$ cat src/rtl/shift_r_pkg.sv
// Shared constants and types for the serial-in/parallel-out receive front end.
package shift_r_pkg;

  localparam int SR_WIDTH_DEF = 8;
  localparam logic [SR_WIDTH_DEF-1:0] SR_PATTERN_DEF = 8'b0100_1110;

  // Parallel word as seen by downstream deserialiser consumers.
  typedef logic [SR_WIDTH_DEF-1:0] sr_word_t;

  // Width of a counter that must hold values 0..w inclusive.
  function automatic int cnt_w(input int w);
    return $clog2(w + 1);
  endfunction

endpackage

$ cat src/rtl/shift_r_if.sv
// Serial input and parallel/status outputs of the shift register.
interface shift_r_if
  import shift_r_pkg::*;
#(
  parameter int WIDTH = SR_WIDTH_DEF,
  parameter int CW    = cnt_w(WIDTH)
);

  logic             SR_IN;
  logic [WIDTH-1:0] SR_O;
  logic [CW-1:0]    SR_CNT;
  logic             SR_FULL;
  logic             SR_MATCH;

  // Shift register side: consumes the serial bit, produces word and status.
  modport slave  (input SR_IN, output SR_O, SR_CNT, SR_FULL, SR_MATCH);
  // Stream source / consumer side.
  modport master (output SR_IN, input SR_O, SR_CNT, SR_FULL, SR_MATCH);

endinterface

$ cat src/rtl/shift_r.sv
// Serial-in, parallel-out shift register with saturating fill count and
// fixed-pattern detect. Newest bit lands in bit 0.
module shift_r
  import shift_r_pkg::*;
#(
  parameter int               WIDTH   = SR_WIDTH_DEF,
  parameter logic [WIDTH-1:0] PATTERN = WIDTH'(SR_PATTERN_DEF)
) (
  input  logic     SR_CLK,
  input  logic     SR_RST,
  shift_r_if.slave sr
);

  localparam int CW = cnt_w(WIDTH);
  localparam logic [CW-1:0] CNT_MAX = CW'(WIDTH);

  logic [WIDTH-1:0] sr_d, sr_q;
  logic [CW-1:0]    cnt_d, cnt_q;
  logic             full;

  // Next state: shift left every edge, count up until the word is filled.
  always_comb begin
    sr_d  = {sr_q[WIDTH-2:0], sr.SR_IN};
    cnt_d = cnt_q;
    if (cnt_q != CNT_MAX) cnt_d = cnt_q + 1'b1;
  end

  // State registers; reset discards any partial word immediately.
  always_ff @(posedge SR_CLK or posedge SR_RST) begin
    if (SR_RST) begin
      sr_q  <= '0;
      cnt_q <= '0;
    end else begin
      sr_q  <= sr_d;
      cnt_q <= cnt_d;
    end
  end

  // Match is gated by full so reset zeros never hit an all-zero pattern.
  assign full        = (cnt_q == CNT_MAX);
  assign sr.SR_O     = sr_q;
  assign sr.SR_CNT   = cnt_q;
  assign sr.SR_FULL  = full;
  assign sr.SR_MATCH = full && (sr_q == PATTERN);

endmodule

$ cat src/flat_wrapper.sv
// flat-port wrapper written by rule: the top's interface ports become plain ports
module shift_r_flat import shift_r_pkg::*;
#(
  parameter int               WIDTH   = SR_WIDTH_DEF,
  parameter logic [WIDTH-1:0] PATTERN = WIDTH'(SR_PATTERN_DEF)
)
  (SR_CLK, SR_RST, sr_SR_IN, sr_SR_O, sr_SR_CNT, sr_SR_FULL, sr_SR_MATCH);
  shift_r_if #(.WIDTH(WIDTH)) sr_i ();
  input  logic SR_CLK;
  input  logic SR_RST;
  input wire logic [$bits(sr_i.SR_IN)-1:0] sr_SR_IN;
  output wire logic [$bits(sr_i.SR_O)-1:0] sr_SR_O;
  output wire logic [$bits(sr_i.SR_CNT)-1:0] sr_SR_CNT;
  output wire logic [$bits(sr_i.SR_FULL)-1:0] sr_SR_FULL;
  output wire logic [$bits(sr_i.SR_MATCH)-1:0] sr_SR_MATCH;
  assign sr_i.SR_IN = sr_SR_IN;
  assign sr_SR_O = sr_i.SR_O;
  assign sr_SR_CNT = sr_i.SR_CNT;
  assign sr_SR_FULL = sr_i.SR_FULL;
  assign sr_SR_MATCH = sr_i.SR_MATCH;
  shift_r #(.WIDTH(WIDTH), .PATTERN(PATTERN)) u_core (.SR_CLK(SR_CLK), .SR_RST(SR_RST), .sr(sr_i));
endmodule
$ cat config.mk
export PLATFORM = sky130hd
export DESIGN_NAME = shift_r_flat
export DESIGN_NICKNAME = d
export VERILOG_FILES = /design/src/rtl/shift_r_pkg.sv /design/src/rtl/shift_r_if.sv /design/src/rtl/shift_r.sv /design/src/flat_wrapper.sv
export SDC_FILE = /design/constraint.sdc
export NUM_CORES = 1
export LEC_CHECK = 0
export CAP_MARGIN = 20
export CORE_AREA = 2 2 39 41
export CTS_BUF_LIST = sky130_fd_sc_hd__clkbuf_8
export CTS_CLUSTER_DIAMETER = 60
export DETAILED_ROUTE_END_ITERATION = 16
export DIE_AREA = 0 0 41 43
export DONT_BUFFER_PORTS = 1
export PLACE_DENSITY_LB_ADDON = 0.15
export SLEW_MARGIN = 20
export SYNTH_ARGS = -nofsm -noshare
export SYNTH_HDL_FRONTEND = slang
export SYNTH_SLANG_ARGS = --single-unit
export TNS_END_PERCENT = 5
$ cat constraint.sdc
create_clock -name SR_CLK -period 1.7 [get_ports SR_CLK]
set_input_delay 0.51 -clock SR_CLK [delete_from_list [all_inputs] [get_ports SR_CLK]]
set_output_delay 0.51 -clock SR_CLK [all_outputs]
set_load 0.1 [all_outputs]
==> results of run 1 <==
kinds of logic (layout without fill, tap and decap cells):
family | after synthesis | after routing | synth area share, %
xor gates and xnor gates | 3 | 3 | 6.16
adders and majority gates | 2 | 2 | 5.86
buffers and inverters | 4 | 23 | 3.52
DFF | 12 | 12 | 70.4
muxes | 1 | 1 | 2.64
and+or+nand+nor | 6 | 6 | 11.4
placed cells by master (no fill, tap or decap), drive strengths merged:
cell | synthesis | routed
nand4b | 1 | 1
nand3b | 1 | 1
nor3 | 1 | 1
nor2 | 1 | 1
mux2 | 1 | 1
nand3 | 1 | 1
inv | 4 | 4
ha | 2 | 2
xnor2 | 3 | 3
clkbuf | 0 | 4
buf | 0 | 15
dfrtp | 12 | 12
or4b | 1 | 1
worst paths after layout:
check / end / from
max reg2reg: u_core.sr.SR_CNT[0]$_DFFE_PP0N_ / u_core.sr.SR_CNT[0]$_DFFE_PP0N_
max in group asynchronous: u_core.sr.SR_O[0]$_DFF_PP0_ / SR_RST
min: u_core.sr.SR_O[7]$_DFF_PP0_ / SR_RST
min in group SR_CLK: u_core.sr.SR_O[0]$_DFF_PP0_ / sr_SR_IN
max: sr_SR_MATCH / u_core.sr.SR_O[7]$_DFF_PP0_
min reg2reg: u_core.sr.SR_O[6]$_DFF_PP0_ / u_core.sr.SR_O[5]$_DFF_PP0_
timing repair:
action / CTS / global route
resized for setup: 2 / 0
endpoints found under the hold margin: 0 / 0
endpoints found under the setup margin: 2 / 2
pin swaps: 1 / 0
critical path, stage by stage, from the launching register on:
cell,delay [ns]
dfrtp_4,0.46
or4b_4,0.55
nor3_4,0.16
buf_12,0.20
flip-flops by register name (all words and copies together) (netlist names):
name              flops
u_core.sr.SR_CNT      4
u_core.sr.SR_O        8
layout make-up:
class                      count  area [µm²]  area share, %
multi-input combinational     12         118           17.6
inverter                       4        15.0           2.25
sequential                    12         322           48.2
clock buffer                   4        55.1           8.26
timing repair buffer          15         138           20.6
tap                           16        20.0           3.00
metal layers:
layer | track usage (%) | share of wire (%) | routed length [µm]
met1 | 12.3 | 38 | 286
met2 | 15.0 | 51 | 387
met3 | 3.14 | 11 | 84
met4 | 10.0 | 0.53 | 4
met5 | 0 | 0 | 0
metrics by stage:
stage	utilization [%]	total power, mW	setup TNS [ns]
6_report	48.2	0.698	-0.597
3_3_place_gp	44.2	0.410	-0.156
2_1_floorplan	-	0.390	-1.07
3_5_place_dp	44.2	0.411	-0.179
4_1_cts	48.2	0.712	-0.627
5_1_grt	48.2	0.730	-0.715
power by group:
part	total [mW]	internal, mW	switching, mW
clock	0.293	0.203	0.0894
combinational	0.101	0.0146	0.0862
sequential	0.304	0.299	0.00504
total	0.698	0.517	0.181
==> impl_results.md, run 1 <==
- Largest net degree at the start of global routing: 13
- TritonCTS clock tree: built
- Placed cell area: 612 µm²
- Final ANT Viol Nets: 0
- Worst hold path type: input pin to asynchronous set/reset pin
- Setup Skew: 0.00293 ns
- Pwr dens: 1050 nW/µm²
- IO Pins: 17
- Most frequent cell after synthesis: dfrtp_1
- Leading post-synthesis cells by cell area: dfrtp_1 (70%), xnor2_1 (6.2%), ha_1 (5.9%)
- GR Overflow Total: 0
- Final Cycle Share: 125%
- Path depth of the worst reg2reg path: 7
- Initial Utilization: 30.8%
- Routed wire length: 761 µm
- Ratio of cells with drive above 1 in the final layout: 74.5%
- Post-cts hold buffer count: 0
- Total number of vias: 272
- Buffers added on ports: 0
- RSZ-0062 raised after global routing: yes
- Tightest hold margin: 0.160 ns
- Hold Fails Final Rpt: 0
- Netlist Area Pre-Place: 427 µm²
- Worst EP required: 1.19 ns
- Synth-to-layout area growth: 56.3%
- Clock sink count: 12
- Leading area contributor after synthesis: dfrtp_1
- Routability cong.: 0.580
- Antenna Cells: 0
- Non-Filler Instances: 63
- Post-synth EDFFs: 0
- Final instance area: 667 µm²
- Seq/Total Area, Yosys: 70.4%
- Slew @ Worst Pin: 0.424 ns
- Die ar.: 1760 µm²
- Avg WL per Cell: 12.1 µm
- Ys async rst share: 100%
- Die X: 41 µm
- Max Buffers Root-to-Sink: 2
- Netlist cell types: 12
- Failing checks: negative setup slack
- Post-synth top area share: 70.4%
- Row count: 14
- Worst Path Max Fanout: 2
- Clock transition at the registers of the reported paths: 0.05 ns
- Status: finished with violations
- CTS H-Tree Depth: 1
- Top_reg_cell synth: dfrtp_1
- Crit path DAT: 1.61 ns
- Commonest cells post-synth: dfrtp_1 (12), inv_1 (3), xnor2_1 (3)
- First-pass GRT wire length: 1200 µm
- Final Setup Violations: 2
- Crit path time final: 2.12 ns
- Root Buffer: clkbuf_8
- Fmax: 472 MHz
- Synth warnings: 0
- Max cap viols: 0
- Slew Viols, Final: 0
- Clock insertion delay at the later pin of the skew report: 0.23 ns
- Cts bufs inserted: 3
- Setup bufs post-CTS: 0
- Placed cell count: 59
- 1st-pass router iterations: 3
- First-iteration detailed-routing DRC count: 1
- Pre-CTS WS: -0.179 ns
- CP Launch Type: flop
- GRT Total Usage: 10.7%
- Lkg Pwr: 0.293 nW
- Die H: 43 µm
- Reg2Reg Setup Slack: 0.36 ns
- Syn_area_per_cell: 15.2 µm²
- Peak supply drop: 0.000525 V
- Syn_nets: 33
- Core Box Area: 1380 µm²
- Remaining DRCs: 0
- Relative slew slack: 71.7%
- Detailed placement HPWL: 656 µm
- Cells after synthesis: 28
- Filler instances: 122
- Number of global-route vias before repair: 280
- Via density: 4.32
- Crit. End Element: primary output
- Net count, final: 53
- Worst setup margin: -0.418 ns
- Critical path class: flop to primary output
- Seq cells post-synth: 12
- Initial antenna violation count: 0
Power figures use the tool's default switching activity.
==> inputs of run 2 (changes only) <==
Settings changed: CELL_PAD_IN_SITES_DETAIL_PLACEMENT set to 0, CELL_PAD_IN_SITES_GLOBAL_PLACEMENT set to 2.
==> run 2 against run 1 <==
The flow still finishes with violations (negative setup slack). Clock-buffer cell count unchanged. Combinational power about the same. Wire length grew 3.7%. First-iteration DRC count decreased by 100%. Maximum frequency fell by 0.25%. Clock power is 2% higher. Final area is 0.94% higher. Hold slack gained 0.0056 ns. Flip-flop and latch count unchanged. Critical path depth unchanged. Core utilization increased by 0.45 points. Largest cell class unchanged. Highest routed layer unchanged.
==> impl_results.md, run 2 (synthesized netlist as in run 1, its figures left out) <==
- Status: finished with violations
- Failing checks: negative setup slack
- Cts bufs inserted: 3 (unchanged)
- Setup bufs post-CTS: 0 (unchanged)
- Ratio of cells with drive above 1 in the final layout: 70.2% (-4.3 points)
- Internal: 0.517 mW (about the same)
- Final Cycle Share: 125% (+0.32 points)
- Placed cell count: 59 (unchanged)
- Lkg Pwr: 0.294 nW (+0.32%)
- Via density: 4.21 (-2.6%)
- Remaining DRCs: 0 (unchanged)
- GR Overflow Total: 0 (unchanged)
- Row count: 14 (unchanged)
- Critical path class: flop to primary output
- Crit. End Element: primary output
- Net count, final: 53 (unchanged)
- Reg2Reg Launch Point: u_core.sr.SR_CNT[0]$_DFFE_PP0N_
- Antenna Cells: 0 (unchanged)
- Final ANT Viol Nets: 0 (unchanged)
- Avg WL per Cell: 12.5 µm (+3.7%)
- Path depth of the worst reg2reg path: 7 (unchanged)
- Buffers added on ports: 0 (unchanged)
- Overall power: 0.704 mW (+0.88%)
- Largest net degree at the start of global routing: 13 (unchanged)
- Switching Fraction: 26.5% (+0.61 points)
- Global Route met1 Usage: 14.7% (+2.3 points)
- Initial Utilization: 30.8% (unchanged)
- Slew Viols, Final: 0 (unchanged)
- Routability cong.: 0.673 (+16%)
- Net Sw Power: 0.187 mW (+3.2%)
- Crit-path max cell delay: 0.55 ns (about the same)
- Non-Filler Instances: 63 (unchanged)
- First-pass GRT wire length: 1310 µm (+9.3%)
- Clock transition at the registers of the reported paths: 0.05 ns (about the same)
- Crit path DAT: 1.61 ns (about the same)
- Routed wire length: 789 µm (+3.7%)
- Clock sink count: 12 (unchanged)
- Detailed placement HPWL: 643 µm (-2.0%)
- Number of global-route vias before repair: 283 (+1.1%)
- CP startpoint: u_core.sr.SR_O[7]$_DFF_PP0_
- TritonCTS clock tree: built
- Slew @ Worst Pin: 0.445 ns (+0.0207 ns)
- Flop pwr share: 43.2% (-0.4 points)
- 1st-pass router iterations: 1 (-2)
- Peak supply drop: 0.000594 V (+13%)
- Fmax: 471 MHz (-0.25%)
- Max cap viols: 0 (unchanged)
- GR Util met2: 15.9% (+0.94 points)
- Setup Skew: 0.00195 ns (-0.000973 ns)
- Met3 Resource Use GR: 4.19% (+1.0 points)
- Critical Path Slowest Stage Cell: or4b_4
- Synth-to-layout area growth: 57.8%
- Worst Path Max Fanout: 2 (unchanged)
- RSZ-0062 raised after global routing: yes
- Max Buffers Root-to-Sink: 2 (unchanged)
- Most common cell after layout, fill and taps aside: buf_4
- First-iteration detailed-routing DRC count: 0 (-1)
- Relative slew slack: 70.3% (-1.4 points)
- Largest register FFs: 8 (unchanged)
- Crit path cell chain: or4b_4, nor3_4, buf_12
- Crit path time final: 2.12 ns (+0.00540 ns)
- Root Buffer: clkbuf_8
- CP Launch Type: flop
- Die H: 43 µm (unchanged)
- Initial antenna violation count: 0 (unchanged)
- Pwr dens: 1050 nW/µm² (about the same)
- Worst hold path type: input pin to asynchronous set/reset pin
- Hold Fails Final Rpt: 0 (unchanged)
- Die X: 41 µm (unchanged)
- Core Box Area: 1380 µm² (unchanged)
- Final Setup Violations: 2 (unchanged)
- Die ar.: 1760 µm² (unchanged)
- Tightest hold margin: 0.165 ns (+0.00555 ns)
- Part of the power in combinational logic: 14.3% (-0.2 points)
- Clock Power Share: 42.5% (+0.6 points)
- Setup TNS: -0.608 ns (-0.0110 ns)
- Most Crowded Layer GR: met2
- IO Pins: 17 (unchanged)
- CTS H-Tree Depth: 1 (unchanged)
- Commonest non-fill, non-tap cells in the layout: buf_4 (12), dfrtp_2 (8), clkbuf_8 (4)
- Clock insertion delay at the later pin of the skew report: 0.23 ns (about the same)
- Worst EP required: 1.19 ns (about the same)
- Worst setup margin: -0.424 ns (-0.00540 ns)
- GRT Total Usage: 11.3% (+0.60 points)
- Total number of vias: 265 (-2.6%)
==> run 2: cell counts in the layout (fill, tap and decap cells not counted) <==
No cell type changed its count.
==> run 2: layout make-up <==
type,count,area (µm²)
fillers,127,711
flip-flops and latches,12,322
repair buffers,15,141
multi-input cells,12,118
clock buffers,4,55.1
well taps,16,20.0
inverters,4,17.5
==> run 2: routing by layer <==
layer / share of wire [%] / vias up
li1: - / 128
met1: 43 / 127
met2: 49 / 8
met3: 6.5 / 2
met4: 0.89 / 0
met5: 0 / -
==> run 2: repair_timing <==
item,4_1_cts,5_1_grt
endpoints found under the setup margin,2,2
resized for setup,0,2
pin swaps,1,1
hold buffers,0,0
==> run 2: critical path: cells and delay by family, from the launching register on <==
family                 cells  cell delay, ns
AND/OR/NAND/NOR            2            0.71
flip-flops                 1            0.47
buffers and inverters      1            0.20
==> run 2: final timing paths <==
kind / to / slack [ns]
max in group asynchronous: u_core.sr.SR_O[6]$_DFF_PP0_ / 1.19
min: u_core.sr.SR_O[0]$_DFF_PP0_ / 0.17
max reg2reg: u_core.sr.SR_CNT[0]$_DFFE_PP0N_ / 0.35
min in group SR_CLK: u_core.sr.SR_O[0]$_DFF_PP0_ / 0.30
min reg2reg: u_core.sr.SR_O[6]$_DFF_PP0_ / 0.69
max: sr_SR_MATCH / -0.42
==> run 2: power groups by stage <==
stage	Sequential, mW	Clock [mW]	Combinational [mW]
2_1_floorplan	0.383	0	0.00763
3_3_place_gp	0.308	0	0.101
3_5_place_dp	0.309	0	0.102
4_1_cts	0.304	0.312	0.102
5_1_grt	0.305	0.331	0.104
6_report	0.304	0.299	0.101
==> run 2: per-stage QoR <==
stage / worst slack [ns] / utilization, % / cell area (µm²)
2_1_floorplan: -0.753 / - / 454
3_3_place_gp: -0.157 / 44.2 / 612
3_5_place_dp: -0.185 / 44.2 / 612
4_1_cts: -0.443 / 48.2 / 667
5_1_grt: -0.486 / 48.6 / 673
6_report: -0.424 / 48.6 / 673
==> inputs of run 3 (changes only) <==
Settings changed: CTS_CLUSTER_DIAMETER 60 to not set.
==> results of run 3 <==
Final layout, timing and power as in run 2 (identical DEF).
==> variant (flow settings as in run 3) <==
Take the reset off `sr_q` and load it in a clocked block of its own.
--- a/src/rtl/shift_r.sv
+++ b/src/rtl/shift_r.sv
@@ -28,12 +28,14 @@
   // State registers; reset discards any partial word immediately.
   always_ff @(posedge SR_CLK or posedge SR_RST) begin
     if (SR_RST) begin
-      sr_q  <= '0;
       cnt_q <= '0;
     end else begin
-      sr_q  <= sr_d;
       cnt_q <= cnt_d;
     end
+  end
+
+  always_ff @(posedge SR_CLK) begin
+    sr_q <= sr_d;
   end
 
   // Match is gated by full so reset zeros never hit an all-zero pattern.
Formal check against the unedited RTL: not equivalent (Yosys sat finds a counterexample within 4 cycles, from zero or initial values and one cycle with SR_RST high).
==> variant against run 3 <==
The run still ends with setup timing left; total power is 8.2% lower; non-clock buffer count down 1; largest cell class unchanged; area after synthesis fell by 8.2%; routed wire length up 1.3%; sequential cell count did not move; cell area shrank 14%; worst setup slack better by 190 ps; sequential share of layout area down 0.58 points; sequential power decreased by 2%; clock skew decreased by 1.5 ps; global-route usage grew 0.15 points; via count increased by 1.5%; register-to-register slack worse by 250 ps.
==> variant: results (changes against run 3) <==
Vias 269 (+1.5%); largest net degree at the start of global routing 7 (-6); starting DRC count in detailed routing 2 (+2); area grow syn2layout 47.6%; Tightest Hold Check Type input port to async pin; max_slew headroom 78.5% (+8.2 points); filler cell count 140 (+10%); setup TNS -440 ps (+169 ps); reg-to-reg critical path endpoint u_core.sr.SR_CNT[1]; placed cells 57 (-3.4%); syn_area_per_cell 14.0 sq um (-8.2%); status complete, but fails checks; Reg clk slew, reported paths 50 ps (about the same); FFs w/ async S/R, synth 33.3% (-67 points); TritonRoute pass-1 iters 2 (+1); drt wl/cell 13.3 um (+6.3%); final setup vio count 2 (unchanged); r2r setup slk 100 ps (-250 ps); Peak supply drop 548 uV (-7.8%); mux cell area share after synthesis 3.83% (+1.2 points); register area share after synthesis 66.5% (-3.9 points); nets 51 (-3.8%); Crit. Startpoint u_core.sr.SR_CNT[0]; cells on worst reg2reg path 5 (-2); layout cell share with drive strength beyond 1 63.6% (-6.6 points); largest cells by area after synthesis dfxtp_1 41%, dfrtp_1 26%, xnor2_1 6.7%, ha_1 6.4%, mux2_4 3.8%; xor and xnor area share after synthesis 6.71% (+0.55 points); static leakage 0.259 nW (-12%); gr usage total 11.5% (+0.15 points); Clock Skew 0.415 ps (-1.54 ps); Post-DP HPWL 636 um (-1.0%); Netlist cell types 13 (+1); Placement Cell Area 536 sq um (-12%); Top FF cell, synth dfxtp_1; total wire length 799 um (+1.3%); GP Congestion 0.608 (-9.7%); Post-synth top cells 8 x dfxtp_1, 4 x dfrtp_1, 3 x inv_1, 3 x xnor2_1, 2 x ha_1; CP max FO 2 (unchanged); global-route wire length before repair 1240 um (-5.8%); vias in the first global route 324 (+14%); CTS resizes 1 (+1); Setup Buffers After CTS 0 (unchanged); Post-Synth Adder-Cell Area 6.39% (+0.52 points); final setup margin -236 ps (+187 ps); failing checks setup timing; Critical Path End sr_SR_MATCH; pre-CTS WS -9.22 ps (+176 ps)
==> variant: worst min-delay path by stage <==
stage | from | endpoint | slack (ps)
2_1_floorplan | SR_RST | u_core.sr.SR_CNT[0] | 280
3_3_place_gp | SR_RST | u_core.sr.SR_CNT[0] | 290
3_5_place_dp | SR_RST | u_core.sr.SR_CNT[0] | 300
4_1_cts | SR_RST | u_core.sr.SR_CNT[2] | 40
5_1_grt | SR_RST | u_core.sr.SR_CNT[2] | 50
6_report | SR_RST | u_core.sr.SR_CNT[2] | 40
==> variant: cells by family (layout without fill, tap and decap cells) <==
| group | after synthesis | in the layout |
|---|---|---|
| flops | 12 | 12 |
| buf+inv | 4 | 20 |
| simple gates | 6 | 6 |
| xor+xnor | 3 | 3 |
| fa+ha+maj | 2 | 2 |
| mux | 1 | 1 |
==> variant: critical path, cell delays in order, from the launching register on <==
cell and delay [ps]:
dfrtp_4 470, inv_2 50, ha_1 120, and3b_2 190, and3_4 190, buf_12 170
==> variant: area by class of cell <==
type / count / area share [%]
Clock buffer: 3 / 7.14
Sequential cell: 12 / 47.2
Tap cell: 16 / 3.46
Multi-Input combinational cell: 12 / 19.9
Inverter: 3 / 1.95
Timing Repair Buffer: 14 / 20.3
==> variant: report_power, final <==
part | internal (mW) | switching (mW)
logic | 0.0141 | 0.0820
clock network | 0.155 | 0.0951
registers | 0.294 | 0.00528
==> variant: metal layers <==
| layer | track usage (%) | part of all wire, % | up-vias | wire length [um] |
|---|---|---|---|---|
| met5 | 0 | 0 | - | 0 |
| met4 | 12.0 | 4.8 | 0 | 38 |
| met3 | 5.24 | 15 | 5 | 120 |
| met2 | 17.8 | 48 | 18 | 384 |
| met1 | 9.40 | 32 | 123 | 256 |
| li1 | - | - | 123 | - |
